### config.mk
export PLATFORM = sky130hd
export DESIGN_NAME = clkdiv_multi_flat
export DESIGN_NICKNAME = d
export VERILOG_FILES = /design/src/rtl/clkdiv_multi_if.sv /design/src/rtl/clkdiv_multi.sv /design/src/flat_wrapper.sv
export SDC_FILE = /design/constraint.sdc
export NUM_CORES = 1
export LEC_CHECK = 0
export ABC_AREA = 1
export CORE_AREA = 2 2 124 126
export CTS_CLUSTER_SIZE = 30
export DETAILED_ROUTE_END_ITERATION = 8
export DIE_AREA = 0 0 126 128
export PLACE_DENSITY = 0.75
export SLEW_MARGIN = 20
export SYNTH_ARGS = -nofsm -noshare
export SYNTH_HDL_FRONTEND = slang
export SYNTH_SLANG_ARGS = --single-unit
### constraint.sdc
create_clock -name clk_100MHz -period 8.35 [get_ports clk_100MHz]
set_input_delay 1.2525 -clock clk_100MHz [delete_from_list [all_inputs] [get_ports clk_100MHz]]
set_output_delay 1.2525 -clock clk_100MHz [all_outputs]
set_load 0.01 [all_outputs]
### src/rtl/clkdiv_multi_if.sv
// Configuration port of clkdiv_multi.
// A requester (master) offers {cfg_ch, cfg_div, cfg_en} with cfg_valid.
// The divider (slave) answers with cfg_ready and a one-cycle cfg_err pulse.
//   cfg_valid  m->s  request valid
//   cfg_ready  s->m  pending slot of channel cfg_ch is free
//   cfg_ch     m->s  target channel index
//   cfg_div    m->s  requested divisor
//   cfg_en     m->s  requested channel enable
//   cfg_err    s->m  request was rejected (registered, one cycle)
interface clkdiv_multi_if #(
  parameter int NUM_CH = 2,
  parameter int DIV_W  = 16
);
  localparam int CH_W = (NUM_CH > 1) ? $clog2(NUM_CH) : 1;

  logic             cfg_valid;
  logic             cfg_ready;
  logic [CH_W-1:0]  cfg_ch;
  logic [DIV_W-1:0] cfg_div;
  logic             cfg_en;
  logic             cfg_err;

  modport master (
    output cfg_valid, cfg_ch, cfg_div, cfg_en,
    input  cfg_ready, cfg_err
  );

  modport slave (
    input  cfg_valid, cfg_ch, cfg_div, cfg_en,
    output cfg_ready, cfg_err
  );
endinterface

### src/rtl/clkdiv_multi.sv
// Multi-channel programmable clock divider / tick generator.
// Each channel counts 0..D-1 and produces a registered square wave
// (D-H cycles low, H = floor(D/2) cycles high) plus a one-cycle tick in the
// cycle after the count wraps. New divisor/enable values are parked in a
// per-channel pending slot and only loaded at a period boundary, so the
// outputs never glitch.
//
// Ports:
//   clk_100MHz  system clock, rising edge
//   reset_n     asynchronous active-low reset
//   sync_pulse  (CLKDIV_SYNC_EN only) restart every enabled channel at cnt 0
//   cfg         clkdiv_multi_if.slave configuration port
//   clk_out     divided clocks, registered
//   tick        one-cycle strobe per period, registered
//   busy        channel holds a configuration not yet applied
//
// Optional feature macro: CLKDIV_SYNC_EN (adds sync_pulse). Default build
// has no sync input and channels align only through reset.
module clkdiv_multi #(
  parameter int NUM_CH      = 2,
  parameter int DIV_W       = 16,
  parameter int DEFAULT_DIV = 10,
  parameter int RESET_EN    = 1
) (
  input  logic              clk_100MHz,
  input  logic              reset_n,
`ifdef CLKDIV_SYNC_EN
  input  logic              sync_pulse,
`endif
  clkdiv_multi_if.slave     cfg,
  output logic [NUM_CH-1:0] clk_out,
  output logic [NUM_CH-1:0] tick,
  output logic [NUM_CH-1:0] busy
);

  localparam int CH_W = (NUM_CH > 1) ? $clog2(NUM_CH) : 1;
  localparam logic [DIV_W-1:0] DIV_RST = DIV_W'(DEFAULT_DIV);
  localparam logic             EN_RST  = (RESET_EN != 0);

  logic              sync_w;
  logic [NUM_CH-1:0] ch_hit;
  logic              ready_c;
  logic              xfer;
  logic              bad_req;
  logic              err_d, err_q;

`ifdef CLKDIV_SYNC_EN
  assign sync_w = sync_pulse;
`else
  assign sync_w = 1'b0;
`endif

  // Channel decode; an out-of-range index hits no channel and is always
  // ready so that it can be accepted and flagged as an error.
  always_comb begin
    ch_hit  = '0;
    ready_c = 1'b1;
    for (int i = 0; i < NUM_CH; i++) begin
      if (cfg.cfg_ch == CH_W'(i)) begin
        ch_hit[i] = 1'b1;
        ready_c   = ~busy[i];
      end
    end
  end

  assign cfg.cfg_ready = ready_c;
  assign xfer          = cfg.cfg_valid & ready_c;
  assign bad_req       = ~(|ch_hit) | ((cfg.cfg_div < DIV_W'(2)) & cfg.cfg_en);

  always_comb begin
    err_d = xfer & bad_req;
  end

  always_ff @(posedge clk_100MHz or negedge reset_n) begin
    if (!reset_n) begin
      err_q <= 1'b0;
    end else begin
      err_q <= err_d;
    end
  end

  assign cfg.cfg_err = err_q;

  for (genvar g = 0; g < NUM_CH; g++) begin : g_ch
    logic [DIV_W-1:0] cnt_d, cnt_q;
    logic [DIV_W-1:0] div_d, div_q;
    logic [DIV_W-1:0] pdiv_d, pdiv_q;
    logic             en_d, en_q;
    logic             pen_d, pen_q;
    logic             pend_d, pend_q;
    logic             clk_d, clk_q;
    logic             tick_d, tick_q;
    logic             wrap;
    logic             apply;
    logic             take;

    always_comb begin
      cnt_d  = cnt_q;
      div_d  = div_q;
      pdiv_d = pdiv_q;
      en_d   = en_q;
      pen_d  = pen_q;
      pend_d = pend_q;
      clk_d  = 1'b0;
      tick_d = 1'b0;

      // div_q is always >= 2 while enabled, so div_q-1 cannot underflow here.
      wrap  = en_q && (cnt_q == div_q - DIV_W'(1));
      apply = pend_q && (wrap || !en_q || sync_w);
      // A transfer only happens when the slot is empty, so take and a
      // pending apply never refer to the same request.
      take  = xfer && ch_hit[g] && !bad_req;

      if (en_q) begin
        cnt_d  = wrap ? '0 : cnt_q + DIV_W'(1);
        tick_d = wrap;
      end

      if (apply) begin
        pend_d = 1'b0;
        en_d   = pen_q;
        cnt_d  = '0;
        if (pen_q) begin
          div_d = pdiv_q;
        end
      end

      if (sync_w && en_q) begin
        cnt_d  = '0;
        tick_d = 1'b0;
      end

      if (take) begin
        pend_d = 1'b1;
        pdiv_d = cfg.cfg_div;
        pen_d  = cfg.cfg_en;
      end

      // High for the last floor(D/2) counts of the period.
      clk_d = en_d && (cnt_d >= (div_d - (div_d >> 1)));
    end

    always_ff @(posedge clk_100MHz or negedge reset_n) begin
      if (!reset_n) begin
        cnt_q  <= '0;
        div_q  <= DIV_RST;
        pdiv_q <= DIV_RST;
        en_q   <= EN_RST;
        pen_q  <= 1'b0;
        pend_q <= 1'b0;
        clk_q  <= 1'b0;
        tick_q <= 1'b0;
      end else begin
        cnt_q  <= cnt_d;
        div_q  <= div_d;
        pdiv_q <= pdiv_d;
        en_q   <= en_d;
        pen_q  <= pen_d;
        pend_q <= pend_d;
        clk_q  <= clk_d;
        tick_q <= tick_d;
      end
    end

    assign clk_out[g] = clk_q;
    assign tick[g]    = tick_q;
    assign busy[g]    = pend_q;
  end

endmodule

### src/flat_wrapper.sv
// flat-port wrapper written by rule: the top's interface ports become plain ports
module clkdiv_multi_flat 
#(
  parameter int NUM_CH      = 2,
  parameter int DIV_W       = 16,
  parameter int DEFAULT_DIV = 10,
  parameter int RESET_EN    = 1
)
  (clk_100MHz, reset_n, clk_out, tick, busy, cfg_cfg_valid, cfg_cfg_ch, cfg_cfg_div, cfg_cfg_en, cfg_cfg_ready, cfg_cfg_err);
  clkdiv_multi_if #(.NUM_CH(NUM_CH), .DIV_W(DIV_W)) cfg_i ();
  input  logic clk_100MHz;
  input  logic reset_n;
  output logic [NUM_CH-1:0] clk_out;
  output logic [NUM_CH-1:0] tick;
  output logic [NUM_CH-1:0] busy;
  input wire logic [$bits(cfg_i.cfg_valid)-1:0] cfg_cfg_valid;
  input wire logic [$bits(cfg_i.cfg_ch)-1:0] cfg_cfg_ch;
  input wire logic [$bits(cfg_i.cfg_div)-1:0] cfg_cfg_div;
  input wire logic [$bits(cfg_i.cfg_en)-1:0] cfg_cfg_en;
  output wire logic [$bits(cfg_i.cfg_ready)-1:0] cfg_cfg_ready;
  output wire logic [$bits(cfg_i.cfg_err)-1:0] cfg_cfg_err;
  assign cfg_i.cfg_valid = cfg_cfg_valid;
  assign cfg_i.cfg_ch = cfg_cfg_ch;
  assign cfg_i.cfg_div = cfg_cfg_div;
  assign cfg_i.cfg_en = cfg_cfg_en;
  assign cfg_cfg_ready = cfg_i.cfg_ready;
  assign cfg_cfg_err = cfg_i.cfg_err;
  clkdiv_multi #(.NUM_CH(NUM_CH), .DIV_W(DIV_W), .DEFAULT_DIV(DEFAULT_DIV), .RESET_EN(RESET_EN)) u_core (.clk_100MHz(clk_100MHz), .reset_n(reset_n), .cfg(cfg_i), .clk_out(clk_out), .tick(tick), .busy(busy));
endmodule
==> results of run 1 <==
[metrics by stage]
stage          std cells  instance area, um^2
3_5_place_dp        1229                 8410
4_1_cts             1245                 8710
6_report            1245                 8720
3_3_place_gp        1229                 8410
5_1_grt             1245                 8720
2_1_floorplan       1031                 8000
[cells in the mapped netlist, types with 13 or more instances]
| cell | n | area, um^2 |
|---|---|---|
| dfrtp_1 | 97 | 2430 |
| xor2_1 | 57 | 499 |
| nor2_1 | 81 | 304 |
| o21ai_0 | 60 | 300 |
| xnor2_1 | 27 | 236 |
| inv_1 | 137 | 514 |
| nand3_1 | 40 | 200 |
| nor3_1 | 23 | 115 |
| a21oi_1 | 43 | 215 |
| nand2_1 | 211 | 792 |
| o21ai_1 | 17 | 85.1 |
| inv_2 | 13 | 48.8 |
| ha_1 | 66 | 826 |
[logic make-up (layout without fill, tap and decap cells)]
kind of cell    count (synthesis)  in the layout  share of synthesized area [%]
flops                         107            107                           33.6
compound gates                153            153                           10.7
simple gates                  441            441                           26.3
mux                             7              7                          0.970
buf+inv                       172            198                           8.67
xor+xnor                       84             84                           9.20
fa+ha+maj                      67             67                           10.6
[registers in the layout (all words and copies together), names as in the netlist]
register	count
u_core.g_ch.pend_q	2
u_core.g_ch.en_q	2
u_core.g_ch.clk_q	2
u_core.g_ch.cnt_q	32
u_core.cfg.cfg_err	1
u_core.g_ch.div_q	32
u_core.g_ch.tick_q	2
u_core.g_ch.pen_q	2
u_core.g_ch.pdiv_q	32
[final cells by class]
class	instances	area share, %
timing repair buffer	29	3.27
tap	188	2.70
sequential	107	30.9
clock buffer	9	2.58
inverter	153	6.67
multi-input combinational	752	53.0
clock inverter	7	0.875
[final timing paths]
check,cells after the start,to,slack [ns]
max,33,u_core.g_ch[0].clk_q,2.84
min,2,u_core.g_ch[1].pdiv_q[11],0.48
max reg2reg,33,u_core.g_ch[0].clk_q,2.84
min reg2reg,2,u_core.g_ch[1].pdiv_q[11],0.48
max in group asynchronous,2,u_core.g_ch[1].div_q[6],6.24
min in group asynchronous,1,u_core.g_ch[0].tick_q,0.87
[critical path: cells and delay by family (launching register included)]
| kind | cells | cell delay, ns |
|---|---|---|
| buffers and inverters | 4 | 0.45 |
| DFF | 1 | 0.41 |
| xor gates and xnor gates | 2 | 0.31 |
| adders and majority gates | 4 | 1.08 |
| and+or+nand+nor | 14 | 1.81 |
| AOI/OAI and AO/OA | 9 | 1.33 |
[layer usage]
metal / GRT usage [%] / vias to the layer above
li1: - / 3371
met1: 32.6 / 3034
met2: 37.1 / 140
met3: 4.63 / 20
met4: 4.72 / 0
met5: 0 / -
[where the power goes]
part / internal (mW) / switching [mW]
sequential: 0.670 / 0.155
combinational: 0.955 / 1.50
clock: 0.234 / 0.202
total: 1.86 / 1.85
==> impl_metrics.tcl, run 1 <==
set metrics [dict create \
    start_util_pct 53.8 \
    endpoint_kind "flop" \
    placement.setup.worst_slack_ns 2.87 \
    ys_seq_area_share_pct 33.6 \
    cts_sinks 107 \
    grt_first_pass_wirelength_um 30500 \
    highest_layer "met4" \
    hold_ws_ns 0.484 \
    async_flop_share_pct 100 \
    multi_input_area_um2 4630 \
    grt.overflow.total 0 \
    finalSetupTns_ns 0 \
    fmax_mhz 181 \
    cts-buffers-inserted 9 \
    antenna_cells 0 \
    vias 6565 \
    synth_ff_type "dfrtp_1" \
    syn_nets 1119 \
    clock_latency_ns 0.36 \
    met1_length_um 8640 \
    crit_slowest_cell "dfrtp_1" \
    fin_ws_ns 2.84 \
    ios 29 \
    max-cap-violations 0 \
    slowest_delay_ns 0.41 \
    critical_path_class "flop to flop" \
    r2r-start "u_core.g_ch[0].div_q[0]" \
    post-cts-setup-buffers 0 \
    postLayoutCoreUtil_pct 58.7 \
    crit_path_start "u_core.g_ch[0].div_q[0]" \
    grt_pass1_vias 6445 \
    maxSlewHeadroom_pct 29.4 \
    grt_start_max_net_pins 66 \
    num-fill-cells 1350 \
    ff_latch_area_um2 2690 \
    rsz0062_at_grt "no" \
    die_w_um 126 \
    drive_gt1_share_pct 10.1 \
    crit_top_cell "nand2_1" \
    place_congestion 0.879 \
    synth-edff-count 0 \
    synth.avg_cell_area_um2 7.76 \
    design_power_total_mw 3.71 \
    final_antenna_net_count 0 \
    hp-start "u_core.g_ch[1].pdiv_q[11]" \
    core_um2 14900 \
    final_hold_viol_count 0 \
    outcome "complete, no violations" \
    port_buffers 28 \
    cts_hold_buffers 0 \
    synthesis.instances 1031 \
    cts_buffer_depth 2 \
    cellPowerDensity_nw_per_um2 426 \
    vdd_drop_max_uv 186 \
    finalCritPeriodShare_pct 66.0 \
    grt_usage_pct 23.1 \
    cts_tree "yes" \
    mostFrequentLayoutCell "nand2_1" \
    cts_resized 0 \
    layout_min_cycle_time_ns 5.51 \
    cp.arrival_ns 5.75 \
    skew_ns 0.00871 \
    cp_data_required_time_ns 8.60 \
    wl_met2_um 7910 \
    areaGrowthSynthToFinish_pct 9.01 \
    p_leak_nw 4.31 \
    dr.first_iter.drc_count 459 \
    finalSetupViolations 0 \
    synth_area_um2 8000 \
    rows 45 \
    ys_warn_count 0 \
    hpwl_um 13800 \
    clkTransAtPathRegs_ns 0.07 \
    vias_per_cell 5.27 \
    final_cell_mix "211 x nand2_1, 137 x inv_1, 97 x dfrtp_1, 81 x nor2_1, 66 x ha_1" \
    synth_cell_types 55 \
    tightest_slew_ns 1.05 \
    totalWireLength_um 17600 \
    ctsHtreeMaxLevel 3 \
    post-route-drc-count 0 \
    cp_max_fo 16 \
    slew_violations 0 \
    drt-wirelength-per-cell_um 14.1 \
    die_h_um 128 \
    min_path_type "flop to flop" \
    dieArea_um2 16100 \
    ys_ff_latch 107 \
    first_pass_iters 7 \
    clockRootBuffer "clkbuf_16" \
    start_kind "flop" \
    fin_nets 1140 \
    grt_antenna_before_repair 0 \
    wl_met3_um 806 \
]
Note: power is estimated with default switching activity, not from simulation.
==> inputs of run 2 (changes only) <==
==> constraint.sdc (replaced) <==
create_clock -name clk_100MHz -period 5.3 [get_ports clk_100MHz]
set_input_delay 0.795 -clock clk_100MHz [delete_from_list [all_inputs] [get_ports clk_100MHz]]
set_output_delay 0.795 -clock clk_100MHz [all_outputs]
set_load 0.01 [all_outputs]
==> impl_metrics.tcl, run 2 (synthesis results as in run 1) <==
set metrics [dict create \
    die_h_um 128 \
    grt_start_max_net_pins 70 \
    dp_cells 1235 \
    antenna_cells 0 \
    num-fill-cells 1320 \
    grt_antenna_before_repair 0 \
    place_congestion 0.914 \
    power_switching_mw 3.12 \
    grt_pass1_vias 6431 \
    cp_max_fo 8 \
    critical_path_class "flop to flop" \
    core_um2 14900 \
    maxSlewHeadroom_pct 33.7 \
    max-cap-violations 0 \
    port_buffers 28 \
    final_antenna_net_count 0 \
    cts-buffers-inserted 9 \
    slowest_delay_ns 0.41 \
    finalCritPeriodShare_pct 94.6 \
    hpwl_um 14200 \
    mostFrequentLayoutCell "nand2_1" \
    vias 6736 \
    cp.arrival_ns 5.26 \
    clkTransAtPathRegs_ns 0.07 \
    final_hold_viol_count 0 \
    ios 29 \
    intPower_mw 3.15 \
    die_w_um 126 \
    totalWireLength_um 18600 \
    r2r_end "u_core.g_ch[0].clk_q" \
    drt-wirelength-per-cell_um 14.7 \
    cts_tree "yes" \
    slew_violations 0 \
    tightest_slew_ns 0.988 \
    fin_nets 1158 \
    ctsHtreeMaxLevel 3 \
    first_pass_iters 5 \
    reg2reg_slack_ns 0.29 \
    crit_slowest_cell "dfrtp_1" \
    cts_hold_buffers 0 \
    dieArea_um2 16100 \
    skew_ns 0.00678 \
    min_path_type "flop to flop" \
    crit_top_cell "nand2_1" \
    crit_path_start "u_core.g_ch[0].div_q[0]" \
    drive_gt1_share_pct 15.2 \
    endpoint_kind "flop" \
    outcome "complete, no violations" \
    vias_per_cell 5.33 \
    top_regs "u_core.g_ch.cnt_q x32, u_core.g_ch.div_q x32, u_core.g_ch.pdiv_q x32" \
    finalSetupViolations 0 \
    clock_latency_ns 0.36 \
    final_cell_mix "210 x nand2_1, 135 x inv_1, 97 x dfrtp_1, 78 x nor2_1, 59 x ha_1" \
    cp_data_required_time_ns 5.55 \
    design_power_total_mw 6.27 \
    dr.first_iter.drc_count 523 \
    clkPwrFrac_pct 11.0 \
    cts_buffer_depth 2 \
    grt.overflow.total 0 \
    post-route-drc-count 0 \
    areaGrowthSynthToFinish_pct 13.6 \
    cellPowerDensity_nw_per_um2 689 \
    finalSetupTns_ns 0 \
    p_leak_nw 4.43 \
    start_kind "flop" \
    vdd_drop_max_uv 281 \
    r2r-start "u_core.g_ch[0].div_q[0]" \
    clockRootBuffer "clkbuf_16" \
    holdPathStages 2 \
    r2r_cells 35 \
    seq_power_share_pct 20.9 \
    grt_first_pass_wirelength_um 30800 \
    postLayoutCoreUtil_pct 61.2 \
    fmax_mhz 199 \
    comb_power_share_pct 68.1 \
    grt_usage_pct 23.4 \
    hold_ws_ns 0.492 \
    layout_min_cycle_time_ns 5.01 \
    switching_share_pct 49.7 \
    start_util_pct 53.8 \
    cts_sinks 107 \
    rows 45 \
    stdcell_count 1263 \
    crit_end "u_core.g_ch[0].clk_q" \
]
run 2: worst min path at each step:
| stage | to | slack (ns) | from |
|---|---|---|---|
| 6_report | u_core.g_ch[1].pdiv_q[1] | 0.49 | u_core.g_ch[1].pdiv_q[1] |
| 5_1_grt | u_core.g_ch[1].pdiv_q[1] | 0.51 | u_core.g_ch[1].pdiv_q[1] |
| 4_1_cts | u_core.g_ch[1].pdiv_q[1] | 0.50 | u_core.g_ch[1].pdiv_q[1] |
| 3_5_place_dp | u_core.g_ch[0].pdiv_q[4] | 0.48 | u_core.g_ch[0].pdiv_q[4] |
| 3_3_place_gp | u_core.g_ch[1].pdiv_q[11] | 0.47 | u_core.g_ch[1].pdiv_q[11] |
| 2_1_floorplan | u_core.g_ch[1].pdiv_q[8] | 0.45 | u_core.g_ch[1].pdiv_q[8] |
run 2: metal layers:
layer / GRT usage [%] / part of all wire, %
met5: 0 / 0
met4: 7.37 / 1.9
met3: 3.17 / 3.9
met2: 37.5 / 46
met1: 33.0 / 48
run 2: power by group through the flow:
stage / Sequential (mW) / Clock, mW / Combinational [mW]
after floorplan: 1.23 / 0 / 3.07
after global placement: 1.31 / 0 / 3.75
after detailed placement: 1.31 / 0 / 3.86
after CTS: 1.30 / 0.703 / 3.90
after global routing: 1.34 / 0.739 / 4.82
final: 1.31 / 0.692 / 4.27
run 2: what timing repair did:
action | CTS | global route
hold endpoints to repair | 0 | 0
gates resized for setup | 0 | 59
endpoints found under the setup margin | 0 | 2
setup buffers | 0 | 12
run 2: critical path: cells and delay by family (launching register included):
family	cells	cell delay, ns
DFF	1	0.41
and+or+nand+nor	16	1.84
xor gates and xnor gates	2	0.30
buffers and inverters	3	0.31
AOI/OAI and AO/OA	10	1.13
adders and majority gates	4	0.93
run 2: metrics by stage:
stage,worst slack (ns),instance area [um^2]
finish,0.287,9090
global route,-0.0799,9090
CTS,0.0346,8750
detailed placement,0.0685,8450
global placement,0.261,8450
floorplan,0.443,8000
run 2: final cells by class:
cell class	instances	area, um^2	share of cell area (%)
inverter	153	596	6.55
tap	188	235	2.59
sequential	107	2690	29.6
timing repair buffer	47	437	4.80
clock buffer	9	225	2.48
clock inverter	7	76.3	0.840
multi-input combinational	752	4830	53.1
==> patch 1: new RTL, settings of run 2 <==
`RESET_EN` is set to 1 in 2 places; all go to 0.
--- a/src/rtl/clkdiv_multi.sv
+++ b/src/rtl/clkdiv_multi.sv
@@ -20,7 +20,7 @@
   parameter int NUM_CH      = 2,
   parameter int DIV_W       = 16,
   parameter int DEFAULT_DIV = 10,
-  parameter int RESET_EN    = 1
+  parameter int RESET_EN    = 0
 ) (
   input  logic              clk_100MHz,
   input  logic              reset_n,
--- a/src/flat_wrapper.sv
+++ b/src/flat_wrapper.sv
@@ -4,7 +4,7 @@
   parameter int NUM_CH      = 2,
   parameter int DIV_W       = 16,
   parameter int DEFAULT_DIV = 10,
-  parameter int RESET_EN    = 1
+  parameter int RESET_EN    = 0
 )
   (clk_100MHz, reset_n, clk_out, tick, busy, cfg_cfg_valid, cfg_cfg_ch, cfg_cfg_div, cfg_cfg_en, cfg_cfg_ready, cfg_cfg_err);
   clkdiv_multi_if #(.NUM_CH(NUM_CH), .DIV_W(DIV_W)) cfg_i ();
Behaviour: not the same (a bounded check fails within 4 cycles, from zero or initial values and one cycle with reset_n low).
==> patch 1 against run 2 <==
  * Routed wire length decreased by 1.5%
  * Area after synthesis about the same
  * Total power decreased by 2.1%
  * Hold slack got worse by 4.4 ps
  * Via count increased by 0.62%
  * Final cell count decreased by 0.32%
  * Clock power increased by 3.3%
  * Setup slack improved by 36 ps
  * Count of clock-buffer cells in the layout increased by 1
  * Sequential cell count unchanged
  * Critical endpoint unchanged
  * Combinational power decreased by 4%
  * Design area decreased by 1.3%
==> patch 1: results (changes against run 2) <==
largest vdd supply drop 0.286 mV (+1.8%); Post-Route Skew 12.6 ps (+5.87 ps); synth cell count leaders sky130_fd_sc_hd__nand2_1 (211), sky130_fd_sc_hd__inv_1 (137), sky130_fd_sc_hd__dfrtp_1 (99); most area-consuming cells after synthesis sky130_fd_sc_hd__dfrtp_1 (31%), sky130_fd_sc_hd__ha_1 (10%), sky130_fd_sc_hd__nand2_1 (9.9%); Total Nets Final 1154 (-0.35%); area after detailed placement 8450 um2 (about the same); highest fanout seen on the critical path 13 (+5); max incr delay on CP 400 ps; average wire per cell in the routed design 14.5 um (-1.2%); depth of the worst register-to-register path 34 (-2.9%); placed wire-length estimate after detailed placement 14400 um (+1.4%); HP Start u_core.g_ch[0].pdiv_q[13]; final worst path period share 93.9% (-0.68 points); Slew Limit Headroom 27.3% (-6.4 points); total routing resource utilization after global routing 23.5% (+0.15 points); worst-case hold path end point u_core.g_ch[0].pdiv_q[13]; filler cell count in the final layout 1319 (-0.076%); share of post-route cells with drive strength above 1 13.5% (-1.6 points); Crit path arrival time 5230 ps (-30 ps); syn_nets 1119 (unchanged); vias per cell 5.38 (+0.94%); post-placement worst setup slack 72.6 ps (+4.09 ps); first-iteration detailed-routing DRC count 408 (-22%); leakage power of the design 0.00441 uW (-0.40%); largest net degree at the start of global routing 71 (+1.4%); wire length of the first global-routing pass 31000 um (+0.49%); number of global-route vias before repair 6466 (+0.54%); portion of the post-synthesis area used by sequential elements 33.6% (about the same); Worst R2R Setup Slack 320 ps (+40 ps); placer's final routability congestion estimate 0.934 (+2.2%); run status completed; Inserted Clock Buffers 9 (unchanged); tightest hold margin 487 ps (-4.35 ps)
==> patch 1: logic make-up (layout without fill, tap and decap cells) <==
family	Yosys count	count (layout)	synth area share, %
XOR/XNOR	84	84	9.20
buffers and inverters	172	212	8.67
AO/OA/AOI/OAI	153	153	10.7
flip-flops	107	107	33.6
adder cells (fa/ha/maj)	67	67	10.6
AND/OR/NAND/NOR	441	441	26.3
multiplexers	7	7	0.970
==> patch 1: routing by layer <==
layer / global-route usage [%] / up-vias / part of all wire [%]
met4: 5.37 / 0 / 2.0
met3: 4.72 / 31 / 4.4
met5: 0 / - / 0
li1: - / 3407 / -
met1: 32.6 / 3192 / 47
met2: 38.3 / 148 / 46
==> patch 1: where the power goes <==
group	total, uW	leakage [uW]	switching (uW)	internal [uW]
Sequential	1300	0.00136	254	1050
Clock	715	0.000150	330	385
Combinational	4120	0.00291	2480	1640
Total	6140	0.00441	3060	3080
==> patch 1: worst max path at each step <==
stage / end / startpoint / cells after the start
finish: u_core.g_ch[0].clk_q / u_core.g_ch[0].div_q[0] / 34
global placement: u_core.g_ch[0].clk_q / u_core.g_ch[0].div_q[0] / 34
floorplan: u_core.g_ch[0].clk_q / u_core.g_ch[0].div_q[1] / 33
CTS: u_core.g_ch[0].clk_q / u_core.g_ch[0].div_q[0] / 34
global route: u_core.g_ch[0].clk_q / u_core.g_ch[0].div_q[0] / 34
detailed placement: u_core.g_ch[0].clk_q / u_core.g_ch[0].div_q[0] / 34
==> patch 1: area by class of cell <==
| class | instances | area [um2] | share of cell area (%) |
|---|---|---|---|
| multi-input combinational | 752 | 4740 | 52.9 |
| inverter | 153 | 592 | 6.60 |
| tap | 188 | 235 | 2.62 |
| clock buffer | 10 | 239 | 2.66 |
| sequential | 107 | 2690 | 30.0 |
| timing repair buffer | 43 | 402 | 4.48 |
| clock inverter | 6 | 72.6 | 0.809 |
==> patch 1: per-stage QoR <==
stage                     instances  total power [uW]  util (%)
after floorplan                1031              4300         -
after global placement         1235              5070      56.9
after detailed placement       1235              5200      56.9
after CTS                      1251              5940      58.9
after global routing           1259              6780      60.3
final                          1259              6140      60.3
==> patch 1: timing repair <==
action,CTS,global route
setup buffers,0,8
gates resized for setup,0,40
setup endpoints to repair,0,2
==> patch 1: critical path: cells and delay by family (launching register included) <==
family	cells	cell delay (ps)
XOR/XNOR	2	340
AND/OR/NAND/NOR	16	1780
adder cells (fa/ha/maj)	3	580
AO/OA/AOI/OAI	10	1360
flip-flops	1	400
buffers and inverters	3	390
==> patch 2: new RTL, flow settings as in run 2 <==
Made on the original files. Reset style: synchronous (`reset_n`), changed in 2 clocked blocks. Comments in the files are not updated.
--- a/src/rtl/clkdiv_multi.sv
+++ b/src/rtl/clkdiv_multi.sv
@@ -71,7 +71,7 @@
     err_d = xfer & bad_req;
   end
 
-  always_ff @(posedge clk_100MHz or negedge reset_n) begin
+  always_ff @(posedge clk_100MHz) begin
     if (!reset_n) begin
       err_q <= 1'b0;
     end else begin
@@ -140,7 +140,7 @@
       clk_d = en_d && (cnt_d >= (div_d - (div_d >> 1)));
     end
 
-    always_ff @(posedge clk_100MHz or negedge reset_n) begin
+    always_ff @(posedge clk_100MHz) begin
       if (!reset_n) begin
         cnt_q  <= '0;
         div_q  <= DIV_RST;
Function: differs if reset_n is asserted again (counterexample within 4 cycles, from zero or initial values and one cycle with reset_n low); with reset_n held inactive, the same outputs for 10 cycles.
==> patch 2 against run 2 <==
  * Area after synthesis up 6.6%
  * Design area grew 1.3%
  * Final cell count increased by 17%
  * Routed wire length is 17% higher
  * Fmax grew 2.1%
  * Setup slack better by 100 ps
  * Largest cell class unchanged
  * Via count rose by 20%
  * Sequential cell count did not move
Power is not compared: it rests on default switching activity, and its combinational part moved more than twofold at a synthesized area within 25%.
==> patch 2: results (changes against run 2) <==
Final Routed Wirelength 21700 um (+17%); sequential cell area 2140 um2 (-20%); largest net degree at the start of global routing 44 (-37%); launch point of the worst path u_core.g_ch[0].div_q[0]; Total Nets Final 1373 (+19%); number of global-route vias before repair 7634 (+19%); Synth Flop Type sky130_fd_sc_hd__dfxtp_1; area of the multi-input gates 5590 um2 (+16%); Crit path arrival time 5160 ps (-100 ps); number of signal-net buffers in the layout 38 (-19%); share of post-route cells with drive strength above 1 10.0% (-5.1 points); Worst R2R Setup Slack 390 ps (+100 ps); met2 track demand over resource 48.2% (+11 points); synth cell count leaders sky130_fd_sc_hd__nand2_1 (272), sky130_fd_sc_hd__nor2_1 (165), sky130_fd_sc_hd__inv_1 (137); synthesized-area fraction occupied by adder cells 10.2% (-0.42 points); Synth Area in XOR/XNOR 7.40% (-1.8 points); placed wire-length estimate after detailed placement 17200 um (+22%); Compound-Gate Fraction of Synth Area 12.7% (+2.0 points); M3 GR Usage 4.30% (+1.1 points); HP Start u_core.g_ch[0].pdiv_q[3]; most area-consuming cells after synthesis sky130_fd_sc_hd__dfxtp_1 (25%), sky130_fd_sc_hd__nand2_1 (12%), sky130_fd_sc_hd__ha_1 (9.7%); routed wire length on met3 824 um (+14%); met1 usage in global routing 33.7% (+0.79 points); Post-synth ARST share 0% (-100 points); count of multi-input gates 973 (+29%); fmax 0.204 GHz (+2.1%); total routing resource utilization after global routing 27.5% (+4.2 points); Worst Max-Slew Pin Slew 949 ps (-38.5 ps); run status completed; total power 2180 uW; wire length of the first global-routing pass 36300 um (+18%); count of unique library cells instantiated by Yosys 49 (-11%); cells after synthesis 1277 (+24%); worst-case hold path end point u_core.g_ch[0].pdiv_q[3]; fraction of area in clock buffers and inverters 3.18% (-0.14 points); Setup crit end u_core.g_ch[0].clk_q; first-iteration detailed-routing DRC count 511 (-2.3%); vias per cell 5.47 (+2.5%); Non-clock inverters 155 (+1.3%)
-- patch 2: cell types whose count changed in the layout (fill, tap and decap cells not counted), sizes merged, moves of 9 or more --
| cell | before | now |
|---|---|---|
| buf | 20 | 10 |
| dfrtp | 97 | 0 |
| dfstp | 10 | 0 |
| xor2 | 57 | 41 |
| nor3 | 25 | 44 |
| nand2 | 231 | 300 |
| o21ai | 82 | 109 |
| nand3b | 7 | 16 |
| a21oi | 44 | 57 |
| dfxtp | 0 | 107 |
| nor2 | 93 | 182 |
| nand3 | 49 | 73 |
-- patch 2: metrics by stage --
stage	instance area [um2]	setup WS [ps]	instances	hold slack [ps]
after floorplan	8530	748	1277	424
after global placement	8830	-107	1460	462
after detailed placement	8830	-148	1460	463
after CTS	9130	11.0	1475	483
after global routing	9200	-16.1	1476	516
final	9200	389	1476	485
-- patch 2: timing repair --
action	CTS	global route
pin swaps	0	2
setup endpoints to repair	1	2
resized for setup	4	23
buffers inserted	0	1
